<file path="src/rtl/washing_machine_plant.sv">
`default_nettype none
// +----------------------------------------------------------------------------+
// | Module   : washing_machine_plant                                           |
// | Purpose  : Behavioural plant for the washing machine controller. It takes  |
// |            the controller's actuator outputs and produces the sensor       |
// |            inputs the controller waits on. It models the water level, the  |
// |            detergent dispenser, the wash and spin timers, and the door.    |
// | Ports    : clock_i          system clock, rising edge                      |
// |            reset_i          asynchronous reset, active-low                 |
// |            door_shut_req_i  user closes the door                           |
// |            door_open_req_i  user opens the door (ignored while locked)     |
// |            door_lock_i, fill_valve_on_i, drain_valve_on_i, motor_on_i,     |
// |            soap_wash_i, water_wash_i, done_i   controller actuators        |
// |            door_close_o, filled_o, drained_o, detergent_added_o,           |
// |            cycle_timeout_o, spin_timeout_o     sensor outputs              |
// |            level_o          current water level                            |
// |            fault_o          sticky illegal-actuation flag                  |
// | Revision : 1.0  initial release                                            |
// +----------------------------------------------------------------------------+
module washing_machine_plant #(
   parameter int FULL_LEVEL  = 10,
   parameter int LEVEL_W     = 8,
   parameter int DET_CYCLES  = 3,
   parameter int WASH_CYCLES = 16,
   parameter int SPIN_CYCLES = 12,
   parameter int CNT_W       = 8
) (
   input  logic               clock_i,
   input  logic               reset_i,
   input  logic               door_shut_req_i,
   input  logic               door_open_req_i,
   input  logic               door_lock_i,
   input  logic               fill_valve_on_i,
   input  logic               drain_valve_on_i,
   input  logic               motor_on_i,
   input  logic               soap_wash_i,
   input  logic               water_wash_i,
   input  logic               done_i,
   output logic               door_close_o,
   output logic               filled_o,
   output logic               drained_o,
   output logic               detergent_added_o,
   output logic               cycle_timeout_o,
   output logic               spin_timeout_o,
   output logic [LEVEL_W-1:0] level_o,
   output logic               fault_o
);

   localparam logic [LEVEL_W-1:0] C_FULL     = LEVEL_W'(FULL_LEVEL);
   localparam logic [CNT_W-1:0]   C_DET_LAST = CNT_W'(DET_CYCLES - 1);
   localparam logic [CNT_W-1:0]   C_WASH     = CNT_W'(WASH_CYCLES);
   localparam logic [CNT_W-1:0]   C_SPIN     = CNT_W'(SPIN_CYCLES);

   logic [LEVEL_W-1:0] level_q, level_d;
   logic [CNT_W-1:0]   det_cnt_q, det_cnt_d;
   logic [CNT_W-1:0]   wash_cnt_q, wash_cnt_d;
   logic [CNT_W-1:0]   spin_cnt_q, spin_cnt_d;
   logic               door_close_q, door_close_d;
   logic               det_added_q, det_added_d;
   logic               fault_q, fault_d;

   // water_wash is informational only; it has no effect on the plant.
   logic unused_water_wash;
   assign unused_water_wash = water_wash_i;

   always_comb begin
      level_d      = level_q;
      det_cnt_d    = det_cnt_q;
      det_added_d  = det_added_q;
      wash_cnt_d   = '0;
      spin_cnt_d   = '0;
      door_close_d = door_close_q;
      fault_d      = fault_q;

      // Level: exactly one valve open moves the level; both or neither holds it.
      if (fill_valve_on_i && !drain_valve_on_i) begin
         if (level_q != C_FULL) level_d = level_q + 1'b1;
      end else if (drain_valve_on_i && !fill_valve_on_i) begin
         if (level_q != '0) level_d = level_q - 1'b1;
      end

      // Detergent: done clears and overrides soap_wash in the same cycle.
      if (done_i) begin
         det_added_d = 1'b0;
         det_cnt_d   = '0;
      end else if (soap_wash_i && !det_added_q) begin
         if (det_cnt_q == C_DET_LAST) begin
            det_added_d = 1'b1;
            det_cnt_d   = '0;
         end else begin
            det_cnt_d = det_cnt_q + 1'b1;
         end
      end

      // Agitation and spin share the motor; the drain valve selects which runs.
      if (motor_on_i && !drain_valve_on_i)
         wash_cnt_d = (wash_cnt_q == C_WASH) ? wash_cnt_q : wash_cnt_q + 1'b1;
      if (motor_on_i && drain_valve_on_i)
         spin_cnt_d = (spin_cnt_q == C_SPIN) ? spin_cnt_q : spin_cnt_q + 1'b1;

      // Door: simultaneous requests leave the door as it is.
      if (door_shut_req_i && !door_open_req_i)
         door_close_d = 1'b1;
      else if (door_open_req_i && !door_shut_req_i && !door_lock_i)
         door_close_d = 1'b0;

      // Fault judges the door state as it was before this edge.
      if ((motor_on_i && !door_close_q) || (fill_valve_on_i && drain_valve_on_i))
         fault_d = 1'b1;
   end

   always_ff @(posedge clock_i or negedge reset_i) begin
      if (!reset_i) begin
         level_q      <= '0;
         det_cnt_q    <= '0;
         wash_cnt_q   <= '0;
         spin_cnt_q   <= '0;
         door_close_q <= 1'b0;
         det_added_q  <= 1'b0;
         fault_q      <= 1'b0;
      end else begin
         level_q      <= level_d;
         det_cnt_q    <= det_cnt_d;
         wash_cnt_q   <= wash_cnt_d;
         spin_cnt_q   <= spin_cnt_d;
         door_close_q <= door_close_d;
         det_added_q  <= det_added_d;
         fault_q      <= fault_d;
      end
   end

   assign level_o           = level_q;
   assign filled_o          = (level_q == C_FULL);
   assign drained_o         = (level_q == '0);
   assign detergent_added_o = det_added_q;
   assign cycle_timeout_o   = (wash_cnt_q == C_WASH);
   assign spin_timeout_o    = (spin_cnt_q == C_SPIN);
   assign door_close_o      = door_close_q;
   assign fault_o           = fault_q;

endmodule
`default_nettype wire

</file>
<file path="config.mk">
export PLATFORM = sky130hd
export DESIGN_NAME = washing_machine_plant
export DESIGN_NICKNAME = d
export VERILOG_FILES = /design/src/rtl/washing_machine_plant.sv
export SDC_FILE = /design/constraint.sdc
export NUM_CORES = 1
export LEC_CHECK = 0
export BUFFER_PORTS_ARGS = -buffer_cell sky130_fd_sc_hd__buf_2
export CORE_ASPECT_RATIO = 1.1
export CORE_MARGIN = 2
export CORE_UTILIZATION = 36
export CTS_CLUSTER_DIAMETER = 50
export CTS_CLUSTER_SIZE = 12
export DETAILED_ROUTE_END_ITERATION = 12
export PLACE_DENSITY = 0.54
export REMOVE_ABC_BUFFERS = 1
export SETUP_SLACK_MARGIN = 0.5
export SYNTH_ARGS = -nofsm -noshare
export SYNTH_HDL_FRONTEND = slang
export SYNTH_SLANG_ARGS = --single-unit
</file>
<file path="constraint.sdc">
create_clock -name clock_i -period 2.93 [get_ports clock_i]
set_input_delay 0.1465 -clock clock_i [delete_from_list [all_inputs] [get_ports clock_i]]
set_output_delay 0.1465 -clock clock_i [all_outputs]
set_load 0.05 [all_outputs]
</file>
==> impl_metrics.json <==
{
  "status": "finished, final reports clean",
  "power_mw": 1.74,
  "syn_area_per_cell_um2": 10.2,
  "clockBufferDepth": 2,
  "ys_warn_count": 0,
  "cts_tree": "done",
  "holdCritPathClass": "in2reg",
  "critPathMaxStageDelay_ps": 460,
  "tightest_slew_ps": 771,
  "ios": 26,
  "synth_top_area_share_pct": 43.8,
  "grt_max_degree": 36,
  "finalSetupViolations": 0,
  "routed_via_density": 4.92,
  "cts.sinks": 35,
  "ys_seq_area_share_pct": 43.8,
  "start_util_pct": 37.3,
  "numPortBuffers": 24,
  "clk_pin_slew_worst_paths_ps": 70,
  "syn_area_mm2": 0.00200,
  "ant_nets": 0,
  "antenna_found_initial": 0,
  "fin_setup_tns_ps": 0,
  "worstSkewPairLatency_ps": 280,
  "syn_inst": 196,
  "synth_area_leaders": "dfrtp_1 44%, ha_1 8.8%, xor2_1 6.1%, nor2_1 5.6%, xnor2_1 4.4%",
  "die_area_mm2": 0.00617,
  "track_usage_pct": 14.0,
  "post_cts_buffers": 0,
  "vias": 1490,
  "worstPathCellList": "inv_1 -> ha_1 -> or4b_4 -> nor4b_4 -> buf_2",
  "rsz0062_at_grt": "false",
  "fin_worst_skew_ps": 4.86,
  "power.density_mw_per_mm2": 756,
  "cp_max_fo": 5,
  "grt_pass1_vias": 1372,
  "finalWorstPathRequiredPeriod_ps": 2240,
  "slew_viol_final": 0,
  "syn2layout_area_growth_pct": 15.2,
  "drive_gt1_share_pct": 18.4,
  "wirelength_um": 3740,
  "max_slew_margin_pct": 48.6,
  "critPathKind": "reg2out",
  "hold_viol_final": 0,
  "cp-end-kind": "primary output",
  "cts_buffers": 5,
  "r2r-start": "level_o[1]$_DFFE_PN0P_",
  "fp.coreArea_mm2": 0.00536,
  "htreeDepth": 2,
  "critPathLaunchType": "flop",
  "wl_per_cell_um": 12.3,
  "startpoint": "wash_cnt_q[0]$_DFFE_PN0P_",
  "gr-total-overflow": 0,
  "drt_iter0_drc": 73,
  "critPathRequiredTime_ps": 2780,
  "worstHoldStart": "door_open_req_i",
  "max_freq_mhz": 446,
  "dp_hpwl_um": 2680,
  "crit_arrival_ps": 2090,
  "gp_congestion": 0.788,
  "dieWidth_um": 75.1,
  "p_leak_nw": 1.04,
  "drt_first_pass_iters": 6,
  "max-cap-violations": 0,
  "rows": 28,
  "root_buffer": "clkbuf_8",
  "grt_pass1_wl_um": 6540,
  "ir_worst_vdd_uv": 609,
  "ys_ff_latch": 35,
  "drc": 0,
  "synthDistinctLibCells": 37,
  "synth_top_cell_by_area": "dfrtp_1",
  "cp_slowest_cell": "or4b_4",
  "die_y_um": 82.2,
  "num_antenna_cells": 0,
  "layout.nets": 253,
  "utilization_pct": 43.0,
  "fin_crit_sh_pct": 76.5
}
[layout make-up]
cell class	count	area, µm²
timing repair buffer	25	130
clock buffer	5	68.8
tap	75	93.8
fill	526	3060
multi-input combinational	151	1090
sequential	35	876
clock inverter	3	15.0
inverter	9	33.8
[per-stage QoR]
step                instances  setup slack [ps]  hold slack [ps]  instance area (µm²)
finish                    303               689             49.1                 2300
CTS                       303               658             38.6                 2300
global placement          294               639              285                 2210
global route              303               565             49.8                 2300
floorplan                 195               695             -149                 2000
detailed placement        294               625              289                 2210
[synth_stat cells, drive strengths merged]
| master | instances |
|---|---|
| o211ai | 3 |
| xnor2 | 10 |
| and2 | 1 |
| o21bai | 1 |
| a211oi | 2 |
| nand3 | 9 |
| fa | 1 |
| o21ai | 3 |
| nor3 | 5 |
| inv | 9 |
| dfrtp | 35 |
| a21oi | 12 |
| nor2b | 2 |
| nand4 | 4 |
| xor2 | 14 |
| and3 | 3 |
| nor4b | 1 |
| clkbuf | 1 |
| a211o | 1 |
| o31ai | 1 |
| mux2 | 6 |
| a21o | 4 |
| ha | 14 |
| nand2b | 4 |
| nand2 | 8 |
| and4b | 1 |
| mux2i | 3 |
| nor2 | 30 |
| a31oi | 1 |
| or3 | 1 |
| or4b | 2 |
| or4 | 1 |
| nor4 | 2 |
| o2111a | 1 |
[per-layer routing]
layer	wire length, µm	track usage [%]	vias up	share of wire [%]
li1	-	-	750	-
met1	1790	19.3	714	48
met2	1780	21.4	21	47
met3	122	3.28	5	3.3
met4	50	5.36	0	1.3
met5	0	0	-	0
[where the power goes]
| group | total, mW | leakage [nW] | internal, mW | switching, mW |
|---|---|---|---|---|
| Sequential | 0.648 | 0.460 | 0.551 | 0.0971 |
| Clock | 0.342 | 0.0477 | 0.163 | 0.179 |
| Combinational | 0.752 | 0.529 | 0.290 | 0.463 |
[registers in the layout (all words and copies together) (netlist names)]
register and count:
detergent_added_o 1, wash_cnt_q 8, det_cnt_q 8, spin_cnt_q 8, level_o 8, fault_o 1
door_close_o 1
[cell families after synthesis]
group | count (synthesis) | synth area share, %
simple gates | 74 | 20.0
flops | 35 | 43.8
compound gates | 29 | 9.19
xor+xnor | 24 | 10.5
fa+ha+maj | 15 | 9.76
buf+inv | 10 | 1.88
mux | 9 | 4.88
[path summary, 6_finish.rpt]
kind                                            endpoint  slack, ps  cells after the start
max in group asynchronous       det_cnt_q[7]$_DFFE_PN0P_       1970                      2
setup / recovery                         cycle_timeout_o        690                      5
setup reg to reg                  level_o[7]$_DFFE_PN0P_        850                      6
min in group asynchronous  detergent_added_o$_DFFE_PN0P_        470                      2
hold / removal                  door_close_o$_DFFE_PN0P_         50                      2
hold reg to reg                      fault_o$_DFFE_PN0P_        500                      1
[critical path: cells and delay by family, from the launching register on]
kind	cells	cell delay [ps]
buffers and inverters	2	440
AND/OR/NAND/NOR	2	790
adder cells (fa/ha/maj)	1	140
flip-flops	1	440
[timing repair]
item	CTS	global route
hold buffers	1	0
gates resized for setup	0	0
hold endpoints to repair	35	0
[placed cells by master, fill, tap and decap left out]
cell type,instances
dfrtp_1,35
nor2_1,30
buf_2,24
xor2_1,14
ha_1,14
a21oi_1,12
xnor2_1,10
inv_1,9
nand3_1,9
nand2_1,8
mux2_2,6
nor3_1,5
clkbuf_8,5
a21o_1,4
nand4_1,4
nand2b_1,4
mux2i_1,3
o211ai_1,3
o21ai_0,3
clkinv_2,3
a211oi_1,2
nor2b_1,2
and3_1,2
nor4_1,1
or4b_4,1
nor4b_4,1
and2_1,1
and4b_1,1
or3_1,1
a31oi_1,1
or4b_1,1
nor4_4,1
o2111a_1,1
and3_2,1
a211o_1,1
o31ai_1,1
o21bai_1,1
or4_1,1
fa_1,1
dlygate4sd3_1,1
Power figures use the tool's default switching activity.
